### config.mk
export PLATFORM = sky130hd
export DESIGN_NAME = decoder_pipe_flat
export DESIGN_NICKNAME = d
export VERILOG_FILES = /design/src/rtl/decoder_pkg.sv /design/src/rtl/decoder_pipe_if.sv /design/src/rtl/onehot_gen.sv /design/src/rtl/decoder_pipe.sv /design/src/flat_wrapper.sv
export SDC_FILE = /design/constraint.sdc
export NUM_CORES = 1
export LEC_CHECK = 0
export CORE_MARGIN = 2
export CORE_UTILIZATION = 55
export DETAILED_ROUTE_END_ITERATION = 8
export GPL_TIMING_DRIVEN = 0
export PLACE_DENSITY = 0.95
export SYNTH_ARGS = -nofsm -noshare
export SYNTH_HDL_FRONTEND = slang
export SYNTH_SLANG_ARGS = --single-unit
### constraint.sdc
create_clock -name clk -period 2.8 [get_ports clk]
set_input_delay 0.56 -clock clk [delete_from_list [all_inputs] [get_ports clk]]
set_output_delay 0.56 -clock clk [all_outputs]
set_load 0.1 [all_outputs]
### src/rtl/decoder_pkg.sv
// Shared mode and FSM encodings for the index decoder pipeline.
// Pure types and constants; no timing or flow-control behaviour of its own.
package decoder_pkg;

  typedef enum logic [1:0] {
    MODE_DECODE = 2'b00,
    MODE_THERMO = 2'b01,
    MODE_SCAN   = 2'b10,
    MODE_RSVD   = 2'b11
  } mode_e;

  typedef enum logic {
    ST_IDLE = 1'b0,
    ST_SCAN = 1'b1
  } state_e;

endpackage

### src/rtl/decoder_pipe_if.sv
// Request/beat bundle between a requester and decoder_pipe.
// Valid/ready on both sides; master drives requests and out_ready, slave is the decoder.
interface decoder_pipe_if #(
  parameter int IN_W  = 5,
  parameter int OUT_W = 2**IN_W
);
  logic             in_valid;
  logic             in_ready;
  logic [IN_W-1:0]  in_idx;
  logic [1:0]       in_mode;
  logic             out_valid;
  logic             out_ready;
  logic [OUT_W-1:0] out_data;
  logic             out_last;
  logic             out_err;

  modport master (
    output in_valid, in_idx, in_mode, out_ready,
    input  in_ready, out_valid, out_data, out_last, out_err
  );

  modport slave (
    input  in_valid, in_idx, in_mode, out_ready,
    output in_ready, out_valid, out_data, out_last, out_err
  );
endinterface

### src/rtl/onehot_gen.sv
// Combinational index -> one-hot / thermometer pattern with out-of-range flag.
// Zero latency, no flow control; out-of-range indices yield an all-zero pattern.
module onehot_gen
  import decoder_pkg::*;
#(
  parameter int IN_W  = 5,
  parameter int OUT_W = 2**IN_W
) (
  input  logic [IN_W-1:0]  idx,
  input  mode_e            mode,
  output logic [OUT_W-1:0] pattern,
  output logic             err
);

  localparam logic [IN_W:0] OUT_W_L = (IN_W+1)'(OUT_W);

  always_comb begin
    err     = ({1'b0, idx} >= OUT_W_L);
    pattern = '0;
    if (!err) begin
      for (int i = 0; i < OUT_W; i++) begin
        pattern[i] = (mode == MODE_THERMO) ? (IN_W'(i) <= idx) : (IN_W'(i) == idx);
      end
    end
  end

endmodule

### src/rtl/decoder_pipe.sv
// Index decoder (DECODE/THERMO/SCAN) with one registered output stage, 1-cycle latency.
// Backpressure: beat holds while out_ready=0; in_ready drops while stalled or scanning.
module decoder_pipe
  import decoder_pkg::*;
#(
  parameter int IN_W  = 5,
  parameter int OUT_W = 2**IN_W
) (
  input  logic           clk,
  input  logic           rst_n,
  decoder_pipe_if.slave  bus
);

  localparam logic [IN_W-1:0] LAST_IDX = IN_W'(OUT_W-1);

  state_e           state_q, state_d;
  logic [IN_W-1:0]  scan_cnt_q;
  logic             out_valid_q, out_last_q, out_err_q;
  logic [OUT_W-1:0] out_data_q;

  logic             in_fire, out_fire;
  logic [IN_W-1:0]  gen_idx;
  mode_e            gen_mode;
  logic [OUT_W-1:0] gen_pat;
  logic             gen_err;

  logic             load, load_last, clr_valid, cnt_load, cnt_inc;

  assign out_fire     = out_valid_q & bus.out_ready;
  assign bus.in_ready = rst_n & (state_q == ST_IDLE) & (~out_valid_q | bus.out_ready);
  assign in_fire      = bus.in_valid & bus.in_ready;

  // scan_cnt_q tracks the bit currently presented; the generator builds the next one
  assign gen_idx  = (state_q == ST_SCAN) ? scan_cnt_q + IN_W'(1) : bus.in_idx;
  assign gen_mode = (state_q == ST_SCAN) ? MODE_DECODE : mode_e'(bus.in_mode);

  onehot_gen #(
    .IN_W  (IN_W),
    .OUT_W (OUT_W)
  ) u_gen (
    .idx     (gen_idx),
    .mode    (gen_mode),
    .pattern (gen_pat),
    .err     (gen_err)
  );

  always_comb begin
    state_d   = state_q;
    load      = 1'b0;
    load_last = 1'b1;
    clr_valid = 1'b0;
    cnt_load  = 1'b0;
    cnt_inc   = 1'b0;
    case (state_q)
      ST_IDLE: begin
        if (in_fire) begin
          load = 1'b1;
          if (gen_mode == MODE_SCAN && !gen_err && bus.in_idx != LAST_IDX) begin
            load_last = 1'b0;
            cnt_load  = 1'b1;
            state_d   = ST_SCAN;
          end
        end else if (out_fire) begin
          clr_valid = 1'b1;
        end
      end
      ST_SCAN: begin
        if (out_fire) begin
          if (out_last_q) begin
            clr_valid = 1'b1;
            state_d   = ST_IDLE;
          end else begin
            load      = 1'b1;
            cnt_inc   = 1'b1;
            load_last = (gen_idx == LAST_IDX);
          end
        end
      end
      default: state_d = ST_IDLE;
    endcase
  end

  always_ff @(posedge clk or negedge rst_n) begin
    if (!rst_n) state_q <= ST_IDLE;
    else        state_q <= state_d;
  end

  always_ff @(posedge clk or negedge rst_n) begin
    if (!rst_n) begin
      out_valid_q <= 1'b0;
      out_data_q  <= '0;
      out_last_q  <= 1'b0;
      out_err_q   <= 1'b0;
      scan_cnt_q  <= '0;
    end else begin
      if (load) begin
        out_valid_q <= 1'b1;
        out_data_q  <= gen_pat;
        out_last_q  <= load_last;
        out_err_q   <= gen_err;
      end else if (clr_valid) begin
        out_valid_q <= 1'b0;
      end
      if (cnt_load)     scan_cnt_q <= bus.in_idx;
      else if (cnt_inc) scan_cnt_q <= scan_cnt_q + IN_W'(1);
    end
  end

  assign bus.out_valid = out_valid_q;
  assign bus.out_data  = out_data_q;
  assign bus.out_last  = out_last_q;
  assign bus.out_err   = out_err_q;

endmodule
### src/flat_wrapper.sv
// flat-port wrapper written by rule: the top's interface ports become plain ports
module decoder_pipe_flat import decoder_pkg::*;
#(
  parameter int IN_W  = 5,
  parameter int OUT_W = 2**IN_W
)
  (clk, rst_n, bus_in_valid, bus_in_idx, bus_in_mode, bus_out_ready, bus_in_ready, bus_out_valid, bus_out_data, bus_out_last, bus_out_err);
  decoder_pipe_if #(.IN_W(IN_W), .OUT_W(OUT_W)) bus_i ();
  input  logic clk;
  input  logic rst_n;
  input wire logic [$bits(bus_i.in_valid)-1:0] bus_in_valid;
  input wire logic [$bits(bus_i.in_idx)-1:0] bus_in_idx;
  input wire logic [$bits(bus_i.in_mode)-1:0] bus_in_mode;
  input wire logic [$bits(bus_i.out_ready)-1:0] bus_out_ready;
  output wire logic [$bits(bus_i.in_ready)-1:0] bus_in_ready;
  output wire logic [$bits(bus_i.out_valid)-1:0] bus_out_valid;
  output wire logic [$bits(bus_i.out_data)-1:0] bus_out_data;
  output wire logic [$bits(bus_i.out_last)-1:0] bus_out_last;
  output wire logic [$bits(bus_i.out_err)-1:0] bus_out_err;
  assign bus_i.in_valid = bus_in_valid;
  assign bus_i.in_idx = bus_in_idx;
  assign bus_i.in_mode = bus_in_mode;
  assign bus_i.out_ready = bus_out_ready;
  assign bus_in_ready = bus_i.in_ready;
  assign bus_out_valid = bus_i.out_valid;
  assign bus_out_data = bus_i.out_data;
  assign bus_out_last = bus_i.out_last;
  assign bus_out_err = bus_i.out_err;
  decoder_pipe #(.IN_W(IN_W), .OUT_W(OUT_W)) u_core (.clk(clk), .rst_n(rst_n), .bus(bus_i));
endmodule
==> impl_metrics.json <==
{
  "synth.area.top_cells": "dfrtp_1 44%, nand2_1 5.6%, nor2_1 4.3%, o31ai_1 4.3%, a21oi_1 3.3%",
  "synth_cell_type_count": 51,
  "crit_fanout": 41,
  "synth_edf_count": 0,
  "crit_chain": "buf_4 > nor2b_1 > and2_1 > clkdlybuf4s15_2",
  "h-tree-depth": 2,
  "fp.dieArea_um2": 4647,
  "clkLatencyLatePin_ps": 300,
  "cts.reportedPaths.clkPinSlew_ps": 80,
  "ys_seq_elements": 40,
  "synth_nets": 260,
  "cts_tree": "done",
  "die_y_um": 68.17,
  "hold_class": "in -> async",
  "ios": 47,
  "avgSynthCellArea_um2": 9.132,
  "place_area_um2": 2773,
  "synth_area_um2": 2265,
  "rrSetupSlack_ps": 630,
  "num_vias": 2307,
  "first_pass_iters": 5,
  "worstPathArrival_ps": 2080,
  "multi_input_area_um2": 1149,
  "slowest_delay_ps": 560,
  "gr-total-overflow": 0,
  "drive_above_1_share_pct": 11.96,
  "routabilityCongestion": 0.9532,
  "track_usage_pct": 30.80,
  "max_slew_margin_pct": 35.11,
  "synth_top_area_share_pct": 44.20,
  "r2r_end": "u_core.bus.out_data[0]",
  "drtIter0Drc": 328,
  "critical_path_buf_inv_count": 2,
  "crit_family": "buffers and inverters",
  "cts_sinks": 40,
  "setup_viol": 0,
  "r2r_cells": 6,
  "io_buffer_count": 45,
  "path_depth": 4,
  "diodes": 0,
  "fin_area_um2": 2903,
  "grt_max_degree": 42,
  "drc_errors": 0,
  "final_max_slew_viol_count": 0,
  "core_area_um2": 3971,
  "crit_end": "bus_in_ready",
  "drt-total-wl_um": 6501,
  "drv_cap": 0,
  "crit_type": "in -> out",
  "numCtsBuffers": 5,
  "worstPathRequired_ps": 2240,
  "cp-start-kind": "input port",
  "synth_commonest_cells": "40 x dfrtp_1, 34 x nand2_1, 26 x nor2_1",
  "crit_start": "rst_n",
  "cp_slowest_cell": "clkdlybuf4s15_2",
  "clock.fmax_mhz": 379.5,
  "chipWidth_um": 68.17,
  "post-cts-setup-buffers": 0,
  "rows": 23,
  "final_hold_viol_count": 0,
  "synthCells": 248,
  "post-route-min-period_ps": 2635,
  "start_util_pct": 57.03,
  "routedWlPerCell_um": 18.52,
  "finish.utilization_pct": 73.09,
  "grt_pass1_vias": 2087,
  "end_kind": "primary output",
  "cts_root_buf": "clkbuf_8",
  "syn2layout_area_growth_pct": 28.18,
  "tightest_slew_ps": 970.3,
  "async_reset_ff_share_pct": 100.0,
  "finalCritPeriodShare_pct": 94.11,
  "status": "complete, no violations",
  "rsz0062_at_grt": "no",
  "fillerInstances": 319,
  "yosysWarnings": 0,
  "vias_per_cell": 6.573,
  "r2r-start": "u_core.scan_cnt_q[1]",
  "dp_hpwl_um": 4715,
  "yosys.area.top_type": "dfrtp_1",
  "fin_nets": 312,
  "antenna_found_initial": 0,
  "synth_most_common_cell": "dfrtp_1",
  "ant_nets": 0,
  "yosys_most_used_dff": "dfrtp_1",
  "grt_pass1_wl_um": 10610,
  "fin_skew_ps": 8.493,
  "clockBufferDepth": 2,
  "regArea_um2": 1001,
  "seq_area_frac_synth_pct": 44.20,
  "hold_ws_ps": 233.7
}
state kept, by name, indices dropped and copies added (netlist names):
signal,cells
u_core.bus.out_data,32
u_core.state_q,1
u_core.bus.out_valid,1
u_core.scan_cnt_q,5
u_core.bus.out_last,1
kinds of logic after synthesis:
family	after synthesis	synth area share, %
DFF	40	44.20
xor gates and xnor gates	3	1.823
buffers and inverters	21	5.083
adders and majority gates	1	0.5524
muxes	4	1.768
AOI/OAI and AO/OA	77	25.14
and+or+nand+nor	101	21.27
other	1	0.1656
worst register-to-register path, cell delays in order (launching register included):
cell and delay (ps):
dfrtp_1 400, ha_1 260, xnor2_2 390, a21oi_2 130
nor2_1 460, and3_1 320, o22a_1 160
worst min path at each step:
stage | depth (start not counted) | startpoint | to
floorplan | 0 | rst_n | u_core.bus.out_data[0]
global placement | 2 | u_core.bus.out_data[29] | u_core.bus.out_data[29]
detailed placement | 2 | u_core.bus.out_data[8] | u_core.bus.out_data[8]
CTS | 1 | rst_n | u_core.scan_cnt_q[3]
global route | 1 | rst_n | u_core.scan_cnt_q[3]
finish | 1 | rst_n | u_core.bus.out_data[11]
what timing repair did:
action	4_1_cts	5_1_grt
hold endpoints to repair	0	0
endpoints found under the setup margin	1	0
gates resized for setup	4	0
hold buffers	0	0
cells in the final DEF (no fill, tap or decap), types with 7 or more instances in the layout:
cell	count
nand3_1	12
a31oi_1	10
dfrtp_1	40
nor2_1	26
buf_2	14
clkdlybuf4s50_1	43
a221o_1	7
o31ai_1	13
a21oi_1	15
clkbuf_8	7
nand2_1	34
final cells by class:
type,instances,share of cell area [%]
multi-input cells,187,39.57
flip-flops and latches,40,34.48
repair buffers,45,15.47
plain buffers,19,3.707
clock buffers,7,3.319
well taps,50,2.155
clock inverters,1,1.034
inverters,2,0.2586
stage by stage:
stage | instances | TNS, ps | setup slack [ps]
floorplan | 248 | 0 | 393.5
global placement | 343 | -35640 | -1708
detailed placement | 343 | -909.8 | -726.1
CTS | 351 | 0 | 148.2
global route | 351 | 0 | 23.22
finish | 351 | 0 | 164.8
metal layers:
layer | routed length [µm] | part of all wire (%) | GRT usage (%) | vias to the layer above
li1 | - | - | - | 1035
met1 | 2627 | 40 | 42.51 | 1101
met2 | 3068 | 47 | 46.72 | 147
met3 | 624 | 9.6 | 7.566 | 24
met4 | 181 | 2.8 | 11.75 | 0
met5 | 0 | 0 | 0 | -
Power is left out: the tool's default activity adds up to more than one toggle a clock period on the data nets, which glitch-free logic cannot reach.
